**src/rtl/bcrypt_cmp_config_tx.sv**
```systemverilog
// bcrypt CMP_CONFIG packet serializer: salt, subtype, iter_count, hash_count,
// comparator words and the 0xCC magic byte, one byte per cycle into a FIFO.
module bcrypt_cmp_config_tx #(
   parameter int NUM_HASHES   = 512,
   parameter int HASH_NUM_MSB = 8,
   parameter int SETTING_MAX  = 19
) (
   input  logic                  CLK,
   input  logic                  RST,
   input  logic                  start,
   input  logic                  mode_cmp,
   input  logic [127:0]          salt,
   input  logic [7:0]            subtype,
   input  logic [31:0]           iter_count,
   input  logic [15:0]           hash_count,
   output logic                  hash_rd_en,
   output logic [HASH_NUM_MSB:0] hash_rd_addr,
   input  logic [31:0]           hash_din,
   output logic [7:0]            dout,
   output logic                  wr_en,
   input  logic                  full,
   output logic                  busy,
   output logic                  done,
   output logic                  error
);

   localparam int AW = HASH_NUM_MSB + 1;
   localparam logic [15:0] NH = 16'(NUM_HASHES);
   localparam logic [31:0] MASK = 32'h7FFF_FFFF;

   localparam logic [2:0] S_IDLE  = 3'd0;
   localparam logic [2:0] S_SALT  = 3'd1;
   localparam logic [2:0] S_SUB   = 3'd2;
   localparam logic [2:0] S_ITER  = 3'd3;
   localparam logic [2:0] S_HC0   = 3'd4;
   localparam logic [2:0] S_HC1   = 3'd5;
   localparam logic [2:0] S_CMP   = 3'd6;
   localparam logic [2:0] S_MAGIC = 3'd7;

   logic [2:0]    state_q, state_d;
   logic [3:0]    cnt_q, cnt_d;
   logic [127:0]  salt_q, salt_d;
   logic [7:0]    sub_q, sub_d;
   logic [31:0]   iter_q, iter_d;
   logic [15:0]   hcnt_q, hcnt_d;
   logic [31:0]   word_q, word_d;
   logic [31:0]   buf_q, buf_d;
   logic          pend_q, pend_d;
   logic [15:0]   widx_q, widx_d;
   logic          rd_en_q, rd_en_d;
   logic [AW-1:0] rd_addr_q, rd_addr_d;
   logic          done_q, done_d;
   logic          error_q, error_d;

   logic          sub_ok, iter_ok, cnt_ok, cfg_ok;
   logic [31:0]   fetched;

   always_comb begin
      sub_ok  = (subtype == 8'h61) || (subtype == 8'h62) ||
                (subtype == 8'h78) || (subtype == 8'h79);
      iter_ok = (iter_count >> (SETTING_MAX + 1)) == 32'd0;
      cnt_ok  = mode_cmp ? (hash_count <= NH) : (hash_count == 16'd0);
      cfg_ok  = sub_ok && iter_ok && cnt_ok;
   end

   assign busy         = (state_q != S_IDLE);
   assign wr_en        = busy & ~full;
   assign hash_rd_en   = rd_en_q;
   assign hash_rd_addr = rd_addr_q;
   assign done         = done_q;
   assign error        = error_q;

   always_comb begin
      dout = 8'h00;
      case (state_q)
         S_SALT:  dout = salt_q[{cnt_q, 3'b000} +: 8];
         S_SUB:   dout = sub_q;
         S_ITER:  dout = iter_q[{cnt_q[1:0], 3'b000} +: 8];
         S_HC0:   dout = hcnt_q[7:0];
         S_HC1:   dout = hcnt_q[15:8];
         S_CMP:   dout = word_q[{cnt_q[1:0], 3'b000} +: 8];
         S_MAGIC: dout = 8'hCC;
         default: dout = 8'h00;
      endcase
   end

   always_comb begin
      state_d   = state_q;
      cnt_d     = cnt_q;
      salt_d    = salt_q;
      sub_d     = sub_q;
      iter_d    = iter_q;
      hcnt_d    = hcnt_q;
      word_d    = word_q;
      widx_d    = widx_q;
      rd_en_d   = 1'b0;
      rd_addr_d = rd_addr_q;
      done_d    = 1'b0;
      error_d   = error_q;
      pend_d    = rd_en_q;
      // RAM data is valid only the cycle after the strobe; keep a copy
      fetched   = pend_q ? hash_din : buf_q;
      buf_d     = fetched;
      case (state_q)
         S_IDLE: begin
            if (start) begin
               salt_d = salt;
               sub_d  = subtype;
               iter_d = iter_count;
               hcnt_d = hash_count;
               if (cfg_ok) begin
                  error_d = 1'b0;
                  state_d = S_SALT;
                  cnt_d   = 4'd0;
                  widx_d  = 16'd0;
               end else begin
                  error_d = 1'b1;
               end
            end
         end
         S_SALT: begin
            if (wr_en) begin
               cnt_d = cnt_q + 4'd1;
               if (cnt_q == 4'd15) begin
                  state_d = S_SUB;
                  cnt_d   = 4'd0;
               end
            end
         end
         S_SUB: begin
            if (wr_en) state_d = S_ITER;
         end
         S_ITER: begin
            if (wr_en) begin
               cnt_d = cnt_q + 4'd1;
               if (cnt_q == 4'd3) begin
                  state_d = S_HC0;
                  cnt_d   = 4'd0;
                  if (hcnt_q != 16'd0) begin
                     rd_en_d   = 1'b1;
                     rd_addr_d = '0;
                  end
               end
            end
         end
         S_HC0: begin
            if (wr_en) state_d = S_HC1;
         end
         S_HC1: begin
            if (wr_en) begin
               if (hcnt_q == 16'd0) begin
                  state_d = S_MAGIC;
               end else begin
                  state_d = S_CMP;
                  cnt_d   = 4'd0;
                  widx_d  = 16'd0;
                  word_d  = fetched & MASK;
                  if (hcnt_q > 16'd1) begin
                     rd_en_d   = 1'b1;
                     rd_addr_d = AW'(16'd1);
                  end
               end
            end
         end
         S_CMP: begin
            if (wr_en) begin
               cnt_d = cnt_q + 4'd1;
               if (cnt_q == 4'd3) begin
                  cnt_d = 4'd0;
                  if (widx_q + 16'd1 == hcnt_q) begin
                     state_d = S_MAGIC;
                  end else begin
                     widx_d = widx_q + 16'd1;
                     word_d = fetched & MASK;
                     if (widx_q + 16'd2 < hcnt_q) begin
                        rd_en_d   = 1'b1;
                        rd_addr_d = AW'(widx_q + 16'd2);
                     end
                  end
               end
            end
         end
         S_MAGIC: begin
            if (wr_en) begin
               state_d = S_IDLE;
               done_d  = 1'b1;
            end
         end
         default: state_d = S_IDLE;
      endcase
   end

   always_ff @(posedge CLK or posedge RST) begin
      if (RST) begin
         state_q   <= S_IDLE;
         cnt_q     <= 4'd0;
         salt_q    <= '0;
         sub_q     <= 8'd0;
         iter_q    <= 32'd0;
         hcnt_q    <= 16'd0;
         word_q    <= 32'd0;
         buf_q     <= 32'd0;
         pend_q    <= 1'b0;
         widx_q    <= 16'd0;
         rd_en_q   <= 1'b0;
         rd_addr_q <= '0;
         done_q    <= 1'b0;
         error_q   <= 1'b0;
      end else begin
         state_q   <= state_d;
         cnt_q     <= cnt_d;
         salt_q    <= salt_d;
         sub_q     <= sub_d;
         iter_q    <= iter_d;
         hcnt_q    <= hcnt_d;
         word_q    <= word_d;
         buf_q     <= buf_d;
         pend_q    <= pend_d;
         widx_q    <= widx_d;
         rd_en_q   <= rd_en_d;
         rd_addr_q <= rd_addr_d;
         done_q    <= done_d;
         error_q   <= error_d;
      end
   end

endmodule

```
**config.mk**
```make
export PLATFORM = sky130hd
export DESIGN_NAME = bcrypt_cmp_config_tx
export DESIGN_NICKNAME = d
export VERILOG_FILES = /design/src/rtl/bcrypt_cmp_config_tx.sv
export SDC_FILE = /design/constraint.sdc
export NUM_CORES = 1
export LEC_CHECK = 0
export BUFFER_PORTS_ARGS = -buffer_cell sky130_fd_sc_hd__clkbuf_2
export CAP_MARGIN = 30
export CORE_MARGIN = 1.5
export CORE_UTILIZATION = 38
export DETAILED_ROUTE_END_ITERATION = 7
export PLACE_DENSITY = 0.69
export SETUP_SLACK_MARGIN = 0.1
export SKIP_LAST_GASP = 1
export SLEW_MARGIN = 15
export SYNTH_ARGS = -nofsm -noshare
export SYNTH_HDL_FRONTEND = slang
export SYNTH_SLANG_ARGS = --single-unit
```
**constraint.sdc**
```tcl
create_clock -name CLK -period 9.1 [get_ports CLK]
set_clock_uncertainty 0.05 [all_clocks]
set_input_delay 1.82 -clock CLK [delete_from_list [all_inputs] [get_ports CLK]]
set_output_delay 1.82 -clock CLK [all_outputs]
set_load 0.05 [all_outputs]
```
# Yosys cells after proc, flatten, opt, wreduce, memory -nomap -nowiden
# Index checks and enable logic that the tools add are counted.
# word_totals
wordCells	146
mem_count	0
romBits	0
latchBits	0
ramBits	0
reg_bits	283
inputBits	221
output_inout_bits	22
# classes
n_bitwise	2
n_eq_ne	33
div	0
n_mux	66
add_sub_neg	3
multipliers	0
order_cmp	3
n_reduce_logical	22
n_shift	3
# ops
operator	count
$mux 32	5
$shiftx 128x8->8	1
$mux 16	7
$mux 9	10
$pmux 32 s2	1
$shiftx 32x6->8	2
$pmux 8 s7	1
$pmux 16 s3	1
$mux 3	13
$ne 2x2->1 const B	18
$eq 8x7->1 const B	4
$logic_not 16->1	2
$logic_not 32->1	1
$mux 4	8
$mux 31	1
$pmux 9 s3	1
$pmux 3 s8	1
$add 16x1->16 const B	1
$add 16x2->16 const B	1
$eq 16x16->1	1
$gt 16x1->1 const B	1
$le 16x10->1 const B	1
$lt 16x16->1	1
$pmux 4 s4	1
other kinds (25)	48

# Longest topological paths before layout
# Gate-level depths: netlist of the first run.
# depth
word_depth	9
ltp_mapped	15
ltp_nobuf	14

# Worst setup path before layout of the first run
# OpenSTA, ideal clock, no wires.
# synth_path
kind	reg2out
from	register cnt_q[0]
to	output port dout[2]
stages_incl_launch_ff	7
setup_slack_ps	4176
arrival_ps	3054
t_required_ps	7230
path_buffers	2
path_cell_list	dfrtp_1 > clkbuf_1 > buf_1 > mux4_2 > mux4_2 > mux2i_1 > o21ai_0
# synth_via
elab_chain_len	2
elab_cells_between_ends	4
classes_between	shift: 3; mux: 1
# synth_rtl
item	line	text
from (decl)	41	logic [3:0] cnt_q, cnt_d;
from (signal assigned)	211	cnt_q <= cnt_d;
$shiftx 128x8->8, or another cell as far along	76	S_SALT: dout = salt_q[{cnt_q, 3'b000} +: 8];
$pmux 8 s7 (*)	75	case (state_q)
to (decl)	19	output logic [7:0] dout,
# Mark *: on every way between the ends. The rest lies on a longest branch, timed or not.

# Final worst setup path of the first run
# layout_path
from	register state_q[0]
to	output port dout[2]
# layout_via
elab_chain_len	2
elab_cells_between_ends	8
classes_between	eq/ne: 7; mux: 1
# layout_rtl
item	line	text
from (decl)	40	logic [2:0] state_q, state_d;
from (signal assigned)	210	state_q <= state_d;
$eq 3x3->1, or another cell as far along	75	
$pmux 8 s7 (*)	75	
# Marked as above.

==> results_dict.tcl, run 1 <==
set metrics [dict create \
    p_int_mw 3.705 \
    seqPwrFrac 0.388 \
    status "finished, final reports clean" \
    power.static_leakage_nw 7.423 \
    synth_cell_type_count 63 \
    vias 9964 \
    gr-usage-all-layers 0.2085 \
    clk_path_buf_depth 3 \
    slew_violations 0 \
    fp-row-count 70 \
    dp_hpwl_um 28530 \
    synth_edf_count 0 \
    arrival_ns 3.89 \
    drive_gt1_frac 0.4458 \
    timing_worst_setup_path_type "reg2out" \
    synth_top_flop_cell "dfrtp_1" \
    fin_util 0.4593 \
    port_buffers 241 \
    cts_hold_buf 0 \
    synth_fp_nets 1349 \
    grt_pass1_wl_um 60660 \
    worstHoldEndpoint "pend_q" \
    rsz0062_at_grt "no" \
    dr.pass1.iters 5 \
    finalHoldViolCount 0 \
    grt_max_degree 171 \
    synthArstFlopShare 1.000 \
    critical_path.cell_chain "inv_1 -> ha_1 -> nand2_1 -> buf_4 -> mux4_2 -> mux2i_1 -> a21oi_1 -> a221oi_1 -> o21ai_0 -> clkbuf_2" \
    synth_top_area_frac 0.5037 \
    final_cell_mix "280 x dfrtp_1, 241 x clkbuf_2, 230 x mux2_2, 81 x nand2_1, 51 x mux4_2" \
    mostFrequentLayoutCell "dfrtp_1" \
    hold_class "reg2reg" \
    final_cell_area_um2 16730 \
    period_share 0.6327 \
    drtIter0Drc 595 \
    die_area_um2 38030 \
    r2r.worst_path.cells 14 \
    relSlewSlack 0.3382 \
    antenna_found_initial 1 \
    endpoint_kind "primary output" \
    min_path_cells 0 \
    dpl_cell_area_um2 15670 \
    worstMarginPinSlew_ns 0.9836 \
    cts_sinks 282 \
    finalPower_mw 5.800 \
    max_stage_delay_ns 0.59 \
    syn-mean-instance-area_um2 12.68 \
    num-nets-final 1570 \
    finalSetupTns_ns 0 \
    path_max_fanout 22 \
    via_per_inst 5.487 \
    htreeDepth 2 \
    worstPathRequired_ns 7.23 \
    reg2reg_slack_ns 5.02 \
    die_x_um 195.0 \
    synth_area_leaders "dfrtp_1 50%, mux2_2 18%, mux4_2 8.2%" \
    grt_pass1_vias 10400 \
    postSynthCellCount 1105 \
    clkLatencyLatePin_ns 0.53 \
    overflow 0 \
    ys_ff_latch 282 \
    synth_warnings 0 \
    regToRegEndpoint "hash_rd_addr[0]" \
    area_growth_pct 19.45 \
    root_buffer "clkbuf_16" \
    clkTransAtPathRegs_ns 0.06 \
    ioPinCount 243 \
    finalWirelength_um 38820 \
    synthesis.area_um2 14010 \
    wire_per_inst_um 21.38 \
    slowest_stage "mux4_2" \
    finalSetupViolCount 0 \
    min-delay-start "hash_rd_en" \
    cap_violations 0 \
    die_h_um 195.0 \
    cts_resized 0 \
    min_period_ns 5.758 \
    p_clk_frac 0.222 \
    start_kind "register" \
    core-area_um2 36430 \
    irDropWorstVdd_mv 0.1766 \
    tritoncts "built" \
    gp_congestion 0.9061 \
    timing.rr.start "widx_q[3]" \
    powerDensity_nw_per_um2 346.6 \
    post_cts.repair.setup_buffers 0 \
    p_switching_mw 2.095 \
    power.share.combinational 0.390 \
    drcViolationCount 0 \
    maxClockFrequency_ghz 0.1737 \
    yosysSeqAreaShare 0.5037 \
    antenna_left 0 \
    swShare 0.3612 \
    cts_buffers 34 \
    start_util 0.3845 \
    yosysTopAreaCell "dfrtp_1" \
]
[state kept, by name (all words and copies together) (netlist names)]
signal / flops
buf_q: 31
cnt_q: 4
done: 1
error: 1
hash_rd_addr: 9
hash_rd_en: 1
hcnt_q: 16
iter_q: 32
pend_q: 1
salt_q: 128
state_q: 3
sub_q: 8
widx_q: 16
word_q: 31
[metal layers]
layer	GRT usage	share of wire
met1	0.2703	0.42
met2	0.3280	0.46
met3	0.06131	0.084
met4	0.08441	0.037
met5	0	0
[power by group through the flow]
stage	combinational, mW	sequential (mW)	clock, mW
6_report	2.26	2.25	1.29
5_1_grt	2.45	2.32	1.37
4_1_cts	2.28	2.25	1.33
3_5_place_dp	2.27	2.26	0
3_3_place_gp	2.22	2.23	0
2_1_floorplan	1.75	2.08	0
[stage by stage]
stage / setup WS [ns] / hold slack, ns / cells
after floorplan: 3.495 / 0.4007 / 1105
final: 3.342 / 0.3496 / 1816
after detailed placement: 3.859 / 0.3407 / 1757
after global routing: 3.173 / 0.3638 / 1815
after global placement: 3.885 / 0.3262 / 1756
after CTS: 3.286 / 0.3483 / 1813
[how the worst max path moves through the flow]
stage	start	endpoint	slack [ns]	cells after the start
2_1_floorplan	RST	buf_q[0]	3.49	1
3_5_place_dp	state_q[0]	dout[2]	3.86	10
4_1_cts	state_q[0]	dout[2]	3.29	10
5_1_grt	state_q[0]	dout[2]	3.17	10
3_3_place_gp	cnt_q[0]	dout[7]	3.88	7
6_report	state_q[0]	dout[2]	3.34	10
[critical path, delay by kind of cell, from the launching register on]
kind	cells	cell delay, ns
flip-flops	1	0.37
multiplexers	2	0.92
adder cells (fa/ha/maj)	1	0.31
buffers and inverters	3	0.79
AND/OR/NAND/NOR	1	0.27
AO/OA/AOI/OAI	3	0.66
[cells by family after synthesis]
kind of cell,count (synthesis),synth area share
AOI/OAI and AO/OA,151,0.07207
muxes,296,0.2777
adders and majority gates,23,0.02054
buffers and inverters,103,0.02920
and+or+nand+nor,217,0.07618
xor gates and xnor gates,33,0.02063
DFF,282,0.5037
[cells in the mapped netlist (all sizes together) (3+ instances only)]
library cell  count
and2              5
o21ai            50
a311o             3
inv              31
nand3            20
a22oi             6
o21bai            3
o22ai             5
a211oi            4
o41ai             3
nor4              8
and3              4
o31ai             4
o211ai            8
and4              5
o311ai            5
or3               5
nor2b             4
nand2            81
a221o             4
a31oi             7
mux2            231
nor2             37
dfrtp           282
buf              25
a22o              9
mux4             51
or4               6
a21oi            23
nand4             9
nor3             17
xnor2            21
a221oi            3
mux2i            14
xor2             12
nand2b            7
ha               23
clkbuf           45
nor4b             4
[area by class of cell]
type	instances	area, um2
fill	3312	19700
tap	468	585.6
clock buffer	45	973.4
inverter	33	127.6
clock inverter	11	82.58
multi-input combinational	720	6558
antenna	2	5.005
sequential	282	7062
timing repair buffer	255	1341
No activity file was read; power rests on OpenSTA's default activity.
==> run 2: changes to the inputs <==
==> constraint.sdc (replaced) <==
create_clock -name CLK -period 4.9 [get_ports CLK]
set_clock_uncertainty 0.05 [all_clocks]
set_input_delay 0.98 -clock CLK [delete_from_list [all_inputs] [get_ports CLK]]
set_output_delay 0.98 -clock CLK [all_outputs]
set_load 0.05 [all_outputs]
==> run 2 against run 1 <==
  * Register-to-register slack worse by 4.1 ns
  * Count of clock-buffer cells in the layout down 3
  * Clock power up 86%
  * Flip-flop and latch count unchanged
  * Die area unchanged
  * Core utilization up 0.31 points
  * Sequential share of layout area down 0.28 points
  * Final cell count up 0.50%
  * First-iteration DRC count down 8.1%
==> results_dict.tcl, run 2 (synthesis gave the netlist of run 1 again) <==
set metrics [dict create \
    cts_sinks 282 \
    powerDensity_nw_per_um2 639.9 \
    antenna_left 0 \
    ioPinCount 243 \
    period_share 0.9350 \
    drive_gt1_frac 0.4482 \
    drtIter0Drc 547 \
    hold_class "in2async" \
    top_register "salt_q" \
    relSlewSlack 0.4188 \
    gp_congestion 0.8909 \
    die_x_um 195.0 \
    cts_buffers 31 \
    met3WireLength_um 3268 \
    irDropWorstVdd_mv 0.3147 \
    clkLatencyLatePin_ns 0.58 \
    vias 9926 \
    post_cts.repair.setup_buffers 0 \
    rsz0062_at_grt "no" \
    die_area_um2 38030 \
    timing_worst_setup_path_type "reg2out" \
    via_per_inst 5.439 \
    grt_pass1_wl_um 60040 \
    wl_met1_um 16220 \
    fp-row-count 70 \
    final_cell_mix "280 x dfrtp_1, 241 x clkbuf_2, 230 x mux2_2, 80 x nand2_1, 51 x mux4_2" \
    grt_max_degree 122 \
    finalSetupViolCount 0 \
    top_regs "salt_q (128), iter_q (32)" \
    clkTransAtPathRegs_ns 0.06 \
    gr-usage-all-layers 0.2046 \
    core-area_um2 36430 \
    finalHoldViolCount 0 \
    fillers 3333 \
    die_h_um 195.0 \
    dr_wl_met2_um 17500 \
    endpoint_kind "primary output" \
    mostFrequentLayoutCell "dfrtp_1" \
    top_layer "met5" \
    maxClockFrequency_ghz 0.2183 \
    r2r.worst_path.cells 14 \
    htreeDepth 1 \
    drcViolationCount 0 \
    worstPathRequired_ns 3.87 \
    worstMarginPinSlew_ns 0.8638 \
    num-nets-final 1571 \
    cap_violations 0 \
    dp_slack_ns 0.8370 \
    start_kind "register" \
    overflow 0 \
    fin_util 0.4624 \
    area_growth_pct 20.25 \
    root_buffer "clkbuf_16" \
    dp_hpwl_um 28320 \
    largest_register_ffs 128 \
    grt_pass1_vias 10330 \
    status "finished, final reports clean" \
    finalSetupTns_ns 0 \
    antenna_found_initial 5 \
    final.setup.worst_slack_ns 0.3185 \
    power.static_leakage_nw 7.459 \
    finalWirelength_um 38460 \
    slew_violations 0 \
    start_util 0.3845 \
    min_period_ns 4.581 \
    seqCellArea_um2 7062 \
    arrival_ns 3.55 \
    clk_path_buf_depth 3 \
    multi_input_area_um2 6560 \
    dr.pass1.iters 7 \
    port_buffers 241 \
    wire_per_inst_um 21.07 \
    path_max_fanout 38 \
    tritoncts "built" \
]
## run 2: changes by cell type in the layout (fill, tap and decap cells not counted), moves of 2 or more
| cell | change |
|---|---|
| diode_2 | +3 |
| clkbuf_16 | -4 |
| bufinv_16 | +3 |
| buf_12 | +5 |
| clkinvlp_4 | +2 |
| clkinv_2 | +2 |
## run 2: final timing paths
| check | from | endpoint | slack (ns) |
|---|---|---|---|
| worst min-delay path | RST | salt_q[111] | 0.32 |
| worst min register to register | hash_rd_en | pend_q | 0.34 |
| min in group CLK | hash_rd_en | pend_q | 0.34 |
| worst max register to register | widx_q[3] | hash_rd_addr[0] | 0.93 |
| max in group asynchronous | RST | salt_q[83] | 3.51 |
| worst max-delay path | cnt_q[0] | dout[7] | 0.32 |
## run 2: report_power, final
part | leakage [nW] | switching (mW) | total, mW | internal [mW]
clock network | 0.515 | 0.987 | 2.40 | 1.41
logic | 3.47 | 2.08 | 4.19 | 2.11
registers | 3.48 | 0.792 | 4.19 | 3.40
## run 2: stage by stage
step	area, um2	std cells	hold slack (ns)	total power [mW]
floorplan	14010	1105	0.4007	7.115
global placement	15730	1760	0.3335	8.286
detailed placement	15780	1762	0.3341	8.456
CTS	16830	1820	0.3093	10.91
global route	16840	1824	0.3314	11.46
finish	16850	1825	0.3232	10.78
## run 2: routing by layer
metal  vias up  track usage
met3        73      0.05820
li1       4528            -
met1      4953       0.2703
met2       370       0.3167
met5         -            0
met4         2      0.08441
## run 2: layout make-up
| cell class | count | share of cell area |
|---|---|---|
| clock inverters | 16 | 0.01055 |
| multi-input cells | 720 | 0.3894 |
| clock buffers | 42 | 0.05206 |
| flip-flops and latches | 282 | 0.4192 |
| well taps | 468 | 0.03476 |
| inverters | 33 | 0.007576 |
| diodes | 5 | 0.0007427 |
| repair buffers | 259 | 0.08571 |
## run 2: worst max-delay path, stage by stage (launching register included)
cell and delay (ns):
dfrtp_4 0.92, mux4_2 0.65, mux4_2 0.50, nand2_1 0.08, o21ai_0 0.17, a221o_1 0.38, clkbuf_2 0.25
## run 2: timing repair
item | CTS | global route
gates resized for setup | 0 | 1
endpoints found under the setup margin | 0 | 1
hold buffers | 0 | 0
==> run 3: changes to the inputs <==
--- a/config.mk
+++ b/config.mk
@@ -5,12 +5,12 @@
 export SDC_FILE = /design/constraint.sdc
 export NUM_CORES = 1
 export LEC_CHECK = 0
-export BUFFER_PORTS_ARGS = -buffer_cell sky130_fd_sc_hd__clkbuf_2
 export CAP_MARGIN = 30
 export CORE_MARGIN = 1.5
-export CORE_UTILIZATION = 38
+export CORE_UTILIZATION = 45
 export DETAILED_ROUTE_END_ITERATION = 7
-export PLACE_DENSITY = 0.69
+export DONT_BUFFER_PORTS = 1
+export PLACE_DENSITY = 0.71
 export SETUP_SLACK_MARGIN = 0.1
 export SKIP_LAST_GASP = 1
 export SLEW_MARGIN = 15
==> run 3 against run 2 <==
  * Core utilization is 4.3 points higher
  * Total power is 2.8% lower
  * Global-route usage is 1.6 points higher
  * Final area is 8.2% lower
  * Final cell count is 17% lower
  * Critical path type unchanged
  * Critical endpoint is now dout[2]
  * Largest power group unchanged
==> results_dict.tcl, run 3 (synthesis gave the netlist of run 1 again) <==
set metrics [dict create \
    worstMarginPinSlew_ns 1.130 \
    slew_violations 0 \
    status "finished, final reports clean" \
    busiest_layer "met2" \
    power.static_leakage_nw 6.420 \
    finalSetupTns_ns 0 \
    htreeDepth 1 \
    top_register "salt_q" \
    via_per_inst 5.917 \
    num-nets-final 1336 \
    die_area_um2 32200 \
    cap_violations 0 \
    finalWirelength_um 35590 \
    clkLatencyLatePin_ns 0.56 \
    timing_worst_setup_path_type "reg2out" \
    multi_input_area_um2 6564 \
    fillers 2666 \
    min_period_ns 4.515 \
    r2r.worst_path.cells 14 \
    period_share 0.9215 \
    swShare 0.3596 \
    grt_pass1_vias 9507 \
    drtIter0Drc 575 \
    final_cell_area_um2 15470 \
    wire_per_inst_um 23.45 \
    ioPinCount 243 \
    p_int_mw 6.708 \
    rsz0062_at_grt "no" \
    final_cell_mix "280 x dfrtp_1, 230 x mux2_2, 80 x nand2_1, 51 x mux4_2, 45 x o21ai_0" \
    die_h_um 179.4 \
    antenna_left 0 \
    cts_buffers 30 \
    die_x_um 179.4 \
    cts_sinks 282 \
    hold_class "in2async" \
    finalSetupViolCount 0 \
    powerDensity_nw_per_um2 677.0 \
    path_max_fanout 16 \
    irDropWorstVdd_mv 0.4124 \
    endpoint_kind "primary output" \
    start_kind "register" \
    root_buffer "clkbuf_16" \
    cts_hold_buf 0 \
    dr.pass1.iters 5 \
    gr-usage-all-layers 0.2207 \
    power.share.combinational 0.386 \
    p_clk_frac 0.209 \
    antenna_found_initial 9 \
    area_growth_pct 10.44 \
    maxClockFrequency_ghz 0.2215 \
    met2_usage 0.3632 \
    grt_max_degree 199 \
    seqCellArea_um2 7062 \
    reg2reg_slack_ns 1.10 \
    worstPathRequired_ns 3.87 \
    clkTransAtPathRegs_ns 0.06 \
    vias 8982 \
    relSlewSlack 0.2465 \
    dpl_cell_area_um2 14480 \
    seqPwrFrac 0.404 \
    finalPower_mw 10.47 \
    regToRegEndpoint "hash_rd_addr[0]" \
    clk_path_buf_depth 3 \
    grt_util_met1 0.2819 \
    mostFrequentLayoutCell "dfrtp_1" \
    port_buffers 0 \
    largest_register_ffs 128 \
    drcViolationCount 0 \
    finalHoldViolCount 0 \
    fp-row-count 64 \
    top_regs "salt_q (128), iter_q (32)" \
    drive_gt1_frac 0.3300 \
    dp_hpwl_um 25760 \
    start_util 0.4580 \
    tritoncts "built" \
    gp_congestion 0.8904 \
    overflow 0 \
    arrival_ns 3.49 \
    timing.rr.start "widx_q[3]" \
    p_switching_mw 3.767 \
    grt_util_met3 0.06787 \
    grt_pass1_wl_um 55770 \
    core-area_um2 30590 \
]
-- run 3: final cells by class --
| cell class | instances | share of cell area |
|---|---|---|
| inverters | 33 | 0.008248 |
| well taps | 396 | 0.03202 |
| clock buffers | 41 | 0.05378 |
| clock inverters | 14 | 0.008006 |
| diodes | 7 | 0.001132 |
| repair buffers | 25 | 0.01617 |
| flip-flops and latches | 282 | 0.4564 |
| multi-input cells | 720 | 0.4242 |
-- run 3: power groups by stage --
stage                     clock, mW  combinational (mW)  sequential, mW
after global placement            0                3.85            4.23
after detailed placement          0                4.02            4.31
after floorplan                   0                3.26            3.86
after global routing           2.33                4.36            4.39
final                          2.19                4.05            4.24
after CTS                      2.25                4.03            4.27
-- run 3: worst max-delay path by stage --
stage / from / to / slack, ns
floorplan: RST / buf_q[0] / 0.13
global placement: state_q[0] / dout[2] / 0.81
detailed placement: state_q[0] / dout[2] / 0.89
CTS: state_q[0] / dout[2] / 0.28
global route: state_q[0] / dout[2] / 0.22
finish: state_q[0] / dout[2] / 0.38
-- run 3: per-layer routing --
| metal | wire length, um | vias up | share of wire |
|---|---|---|---|
| met5 | 47 | - | 0.0013 |
| met4 | 921 | 8 | 0.026 |
| met3 | 3128 | 61 | 0.088 |
| met2 | 16940 | 323 | 0.48 |
| met1 | 14550 | 4539 | 0.41 |
| li1 | - | 4051 | - |
-- run 3: what timing repair did --
| item | 4_1_cts | 5_1_grt |
|---|---|---|
| resized for setup | 0 | 1 |
| endpoints found under the hold margin | 0 | 0 |
| setup buffers | 0 | 0 |
| setup endpoints to repair | 0 | 1 |
-- run 3: metrics by stage --
stage          hold WS, ns  worst slack, ns  utilization  cells
3_3_place_gp        0.4272           0.8089       0.4717   1449
4_1_cts             0.4493           0.2756       0.5045   1510
3_5_place_dp        0.4354           0.8935       0.4732   1455
5_1_grt             0.4602           0.2235       0.5055   1514
2_1_floorplan       0.4007           0.1347            -   1105
6_report            0.4137           0.3846       0.5058   1518
-- run 3: critical path, cell delays in order, from the launching register on --
cell      delay (ns)
dfrtp_1         0.40
inv_1           0.11
ha_1            0.39
nand2_2         0.25
buf_12          0.23
mux4_2          0.46
mux2i_1         0.30
a21oi_1         0.13
a221oi_1        0.25
o21ai_1         0.17
buf_4           0.23
